`src/rtl/reg_dump_if.sv`:
```
// Debug-read and dump-stream bundle between reg_dump, the register file
// debug port and the word consumer.
interface reg_dump_if #(
    parameter int N = 32
);
    logic [4:0]   checka;
    logic [N-1:0] check;
    logic         dvalid;
    logic         dready;
    logic [4:0]   didx;
    logic [N-1:0] ddata;

    modport master (
        output checka,
        input  check,
        output dvalid,
        input  dready,
        output didx,
        output ddata
    );

    modport slave (
        input  checka,
        output check,
        input  dvalid,
        output dready,
        input  didx,
        input  ddata
    );
endinterface

```
`src/rtl/reg_dump.sv`:
```
// Walks registers 0..L-1 through the debug read port and streams each value
// out over a valid/ready handshake, optionally dropping zero-valued words.
module reg_dump #(
    parameter int N         = 32,
    parameter int L         = 32,
    parameter int SKIP_ZERO = 0
) (
    input  logic       clk,
    input  logic       reset,
    input  logic       start,
    input  logic       abort,
    reg_dump_if.master rf,
    output logic       busy,
    output logic       done,
    output logic [5:0] count
);
    typedef enum logic [1:0] {
        S_IDLE,
        S_FETCH,
        S_SEND,
        S_DONE
    } state_t;

    localparam logic [4:0] LAST_IDX = 5'(L - 1);

    state_t       state_reg, state_next;
    logic [4:0]   idx_reg, idx_next;
    logic [4:0]   didx_reg, didx_next;
    logic [N-1:0] ddata_reg, ddata_next;
    logic [5:0]   count_reg, count_next;

    logic [N-1:0] fetch_value;
    logic         skip_word;
    logic         handshake;
    logic         last_word;

    // Register 0 is architecturally zero whatever the storage holds.
    assign fetch_value = (idx_reg == 5'd0) ? '0 : rf.check;
    assign skip_word   = (SKIP_ZERO != 0) && (fetch_value == '0);
    assign handshake   = (state_reg == S_SEND) && rf.dready;
    assign last_word   = (idx_reg == LAST_IDX);

    always_comb begin
        state_next = state_reg;
        idx_next   = idx_reg;
        didx_next  = didx_reg;
        ddata_next = ddata_reg;
        count_next = count_reg;

        case (state_reg)
            S_IDLE: begin
                if (start && !abort) begin
                    state_next = S_FETCH;
                    idx_next   = 5'd0;
                    count_next = 6'd0;
                end
            end

            S_FETCH: begin
                ddata_next = fetch_value;
                didx_next  = idx_reg;
                if (abort) begin
                    state_next = S_IDLE;
                end else if (skip_word) begin
                    if (last_word) begin
                        state_next = S_DONE;
                    end else begin
                        idx_next = idx_reg + 5'd1;
                    end
                end else begin
                    state_next = S_SEND;
                end
            end

            S_SEND: begin
                // A word accepted in the same cycle as abort still counts.
                if (handshake) begin
                    count_next = count_reg + 6'd1;
                end
                if (abort) begin
                    state_next = S_IDLE;
                end else if (handshake) begin
                    if (last_word) begin
                        state_next = S_DONE;
                    end else begin
                        idx_next   = idx_reg + 5'd1;
                        state_next = S_FETCH;
                    end
                end
            end

            S_DONE: begin
                state_next = S_IDLE;
            end

            default: begin
                state_next = S_IDLE;
            end
        endcase
    end

    always_ff @(posedge clk) begin
        if (reset) begin
            state_reg <= S_IDLE;
            idx_reg   <= 5'd0;
            didx_reg  <= 5'd0;
            ddata_reg <= '0;
            count_reg <= 6'd0;
        end else begin
            state_reg <= state_next;
            idx_reg   <= idx_next;
            didx_reg  <= didx_next;
            ddata_reg <= ddata_next;
            count_reg <= count_next;
        end
    end

    assign rf.checka = (state_reg == S_FETCH) ? idx_reg : 5'd0;
    assign rf.dvalid = (state_reg == S_SEND);
    assign rf.didx   = didx_reg;
    assign rf.ddata  = ddata_reg;
    assign busy      = (state_reg == S_FETCH) || (state_reg == S_SEND);
    assign done      = (state_reg == S_DONE);
    assign count     = count_reg;
endmodule

```
`src/flat_wrapper.sv`:
```
// flat-port wrapper written by rule: the top's interface ports become plain ports
module reg_dump_flat 
#(
    parameter int N         = 32,
    parameter int L         = 32,
    parameter int SKIP_ZERO = 0
)
  (clk, reset, start, abort, busy, done, count, rf_checka, rf_check, rf_dvalid, rf_dready, rf_didx, rf_ddata);
  reg_dump_if #(.N(N)) rf_i ();
  input  logic clk;
  input  logic reset;
  input  logic start;
  input  logic abort;
  output logic busy;
  output logic done;
  output logic [5:0] count;
  output wire logic [$bits(rf_i.checka)-1:0] rf_checka;
  input wire logic [$bits(rf_i.check)-1:0] rf_check;
  output wire logic [$bits(rf_i.dvalid)-1:0] rf_dvalid;
  input wire logic [$bits(rf_i.dready)-1:0] rf_dready;
  output wire logic [$bits(rf_i.didx)-1:0] rf_didx;
  output wire logic [$bits(rf_i.ddata)-1:0] rf_ddata;
  assign rf_checka = rf_i.checka;
  assign rf_i.check = rf_check;
  assign rf_dvalid = rf_i.dvalid;
  assign rf_i.dready = rf_dready;
  assign rf_didx = rf_i.didx;
  assign rf_ddata = rf_i.ddata;
  reg_dump #(.N(N), .L(L), .SKIP_ZERO(SKIP_ZERO)) u_core (.clk(clk), .reset(reset), .start(start), .abort(abort), .rf(rf_i), .busy(busy), .done(done), .count(count));
endmodule
```
`config.mk`:
```
export PLATFORM = sky130hd
export DESIGN_NAME = reg_dump_flat
export DESIGN_NICKNAME = d
export VERILOG_FILES = /design/src/rtl/reg_dump_if.sv /design/src/rtl/reg_dump.sv /design/src/flat_wrapper.sv
export SDC_FILE = /design/constraint.sdc
export NUM_CORES = 1
export LEC_CHECK = 0
export CORE_UTILIZATION = 43
export CTS_CLUSTER_SIZE = 14
export DETAILED_ROUTE_END_ITERATION = 16
export GPL_TIMING_DRIVEN = 1
export PLACE_DENSITY = 0.91
export SLEW_MARGIN = 20
export SYNTH_ARGS = -nofsm -noshare
export SYNTH_HDL_FRONTEND = slang
export SYNTH_SLANG_ARGS = --single-unit
```
`constraint.sdc`:
```
create_clock -name clk -period 5.6 [get_ports clk]
set_input_delay 1.12 -clock clk [delete_from_list [all_inputs] [get_ports clk]]
set_output_delay 1.12 -clock clk [all_outputs]
set_load 0.02 [all_outputs]
```
==> flow_metrics.tcl <==
set metrics [dict create \
    status "finished, final reports clean" \
    cts_tree "done" \
    vias 1863 \
    final_hold_viol_count 0 \
    setup.worst_path.start "u_core.state_reg[1]$_SDFFE_PP0P_" \
    routedWlPerCell_microns 14.0 \
    crit_required_ps 4480 \
    synthSimpleGateAreaFrac_pct 17.6 \
    fp.dieW_microns 70.2 \
    rsz0062_at_grt "false" \
    syn_inst 220 \
    stdcell_area_sq_um 3010 \
    timing.hold.ws_ps 505 \
    r2r-start "u_core.idx_reg[0]$_SDFFE_PP0P_" \
    htree_levels 2 \
    grt_max_degree 48 \
    grt.total_usage_pct 20.6 \
    finalPower_w 0.000697 \
    io_buffers 87 \
    maxCapViolations 0 \
    syn_nets 265 \
    slew_headroom_pct 51.6 \
    synth_cell_types 35 \
    synth_seq_cells 50 \
    cts.sinks 50 \
    crit_chain "inv_1, ha_1, inv_1, buf_4, nor2_1, clkdlybuf4s50_1" \
    min_period_over_period_pct 57.7 \
    setup_viol 0 \
    clock_skew_ps 7.07 \
    p_leak_nw 1.09 \
    synthArstFlopShare_pct 0 \
    ir_drop_v 0.000178 \
    clkLatencyLatePin_ps 290 \
    drive_above_1_share_pct 4.29 \
    drc 0 \
    worstSetupPathType "reg -> out" \
    fill_cells 352 \
    yosysSeqAreaShare_pct 50.0 \
    cts_resized 0 \
    setup_ws_ps 2370 \
    initial_core_util_pct 45.3 \
    drt_first_pass_iters 4 \
    ys_top_cells_by_count "nor2_1 (52), dfxtp_1 (50), a22oi_1 (34), a21oi_1 (11)" \
    synth_area_sq_um 2000 \
    path_common_cell "inv_1" \
    synth_xor_area_share_pct 1.31 \
    worst_setup_path_end_kind "primary output" \
    viasPerCell 5.25 \
    crit_path_max_fanout 40 \
    crit_slowest_cell "clkdlybuf4s50_1" \
    largest_register_ffs 32 \
    synthMuxAreaShare_pct 1.69 \
    min_path_type "reg -> reg" \
    synth-compound-area-share_pct 19.6 \
    finalSetupTns_ps 0 \
    grt_pass1_vias 1768 \
    num_io_pins 88 \
    synth-edff-count 0 \
    period_minus_slack_ps 3230 \
    synth_area_leaders "dfxtp_1 (50%), a22oi_1 (13%), nor2_1 (9.8%)" \
    cp.arrival_ps 2110 \
    maxSlewViolCount 0 \
    grt_pass1_wl_microns 8140 \
    chipHeight_microns 70.2 \
    cts_setup_buffers 0 \
    drt_iter0_markers 111 \
    drt-total-wl_microns 4960 \
    worst_pin_slew_ps 725 \
    hp-start "u_core.rf.didx[4]$_SDFFE_PP0N_" \
    yosys.area.top_type "dfxtp_1" \
    ant_nets 0 \
    core_sq_um 4410 \
    fp.dieArea_sq_um 4930 \
    synth_top_family_by_area "compound AO/OA/AOI/OAI gates" \
    yosysMostFrequentCell "nor2_1" \
    place_area_sq_um 2890 \
    yosys_warnings 0 \
    antenna_cells 0 \
    antenna_found_initial 0 \
    fmax_ghz 0.309 \
    syn2layout_area_growth_pct 50.3 \
    power_density_nw_per_um2 232 \
    multiInputGateArea_sq_um 912 \
    max_stage_delay_ps 570 \
    critPathLaunchType "flop" \
    cts-root-buf "clkbuf_8" \
    rows 24 \
    synth_fa_ha_area_share_pct 5.00 \
    register_area_sq_um 1000 \
    overflow 0 \
    ys.flop_type "dfxtp_1" \
    cts_buffers 5 \
    clkTransAtPathRegs_ps 90 \
    detailed_place_hpwl_microns 3480 \
    cts.hold.buffers_added 0 \
    netlist.area_leader.share_pct 50.0 \
    final_nets 347 \
    pre_cts_ws_ps 2690 \
    syn_area_per_cell_sq_um 9.09 \
    place.gp.congestion 0.798 \
    clockBufferDepth 2 \
]
[logic make-up (layout without fill, tap and decap cells)]
logic type / count (synthesis) / in the layout
buf+inv: 22 / 105
simple gates: 78 / 78
fa+ha+maj: 8 / 8
mux: 3 / 3
xor+xnor: 3 / 3
flops: 50 / 50
compound gates: 56 / 56
[worst paths after layout]
path	to	slack (ps)	cells after the start
worst min-delay path	u_core.rf.didx[4]$_SDFFE_PP0N_	500	2
worst max-delay path	rf_checka[0]	2370	6
worst min register to register	u_core.rf.didx[4]$_SDFFE_PP0N_	500	2
worst max register to register	u_core.idx_reg[1]$_SDFFE_PP0P_	3550	7
[power breakdown]
group          switching, W  internal, W
registers        0.00000169     0.000357
clock network      0.000116     0.000134
logic             0.0000475    0.0000400
[cell type report]
type / instances / area share, %
sequential: 50 / 33.3
multi-input combinational: 148 / 30.3
timing repair buffer: 89 / 29.5
clock buffer: 5 / 2.29
tap: 52 / 2.16
clock inverter: 3 / 1.46
inverter: 8 / 0.999
[cell usage in the layout (no fill, tap or decap), types with 5 or more instances in the layout]
master	synthesis	routed
a21oi_1	11	11
a22oi_1	34	34
clkbuf_8	0	5
clkdlybuf4s50_1	0	87
dfxtp_1	50	50
ha_1	8	8
inv_1	8	8
nand2_1	5	5
nand3_1	5	5
nor2_1	52	51
[stage by stage]
| stage | std cells | utilization (%) |
|---|---|---|
| floorplan | 220 | - |
| global placement | 347 | 65.4 |
| detailed placement | 347 | 65.6 |
| CTS | 355 | 68.1 |
| global route | 355 | 68.1 |
| finish | 355 | 68.1 |
[worst max-delay path, delay by kind of cell (launching register included)]
family	cells	cell delay, ps
buf+inv	4	1090
simple gates	1	120
flops	1	370
fa+ha+maj	1	240
[per-layer routing]
layer  routed length [microns]  share of wire [%]  vias up  track usage, %
li1                          -                  -      930               -
met3                       219                4.4        4            4.47
met5                         0                  0        -               0
met4                        48               0.97        0            6.67
met1                      2180                 44      870            24.5
met2                      2510                 51       59            36.8
No activity file was read; power rests on OpenSTA's default activity.
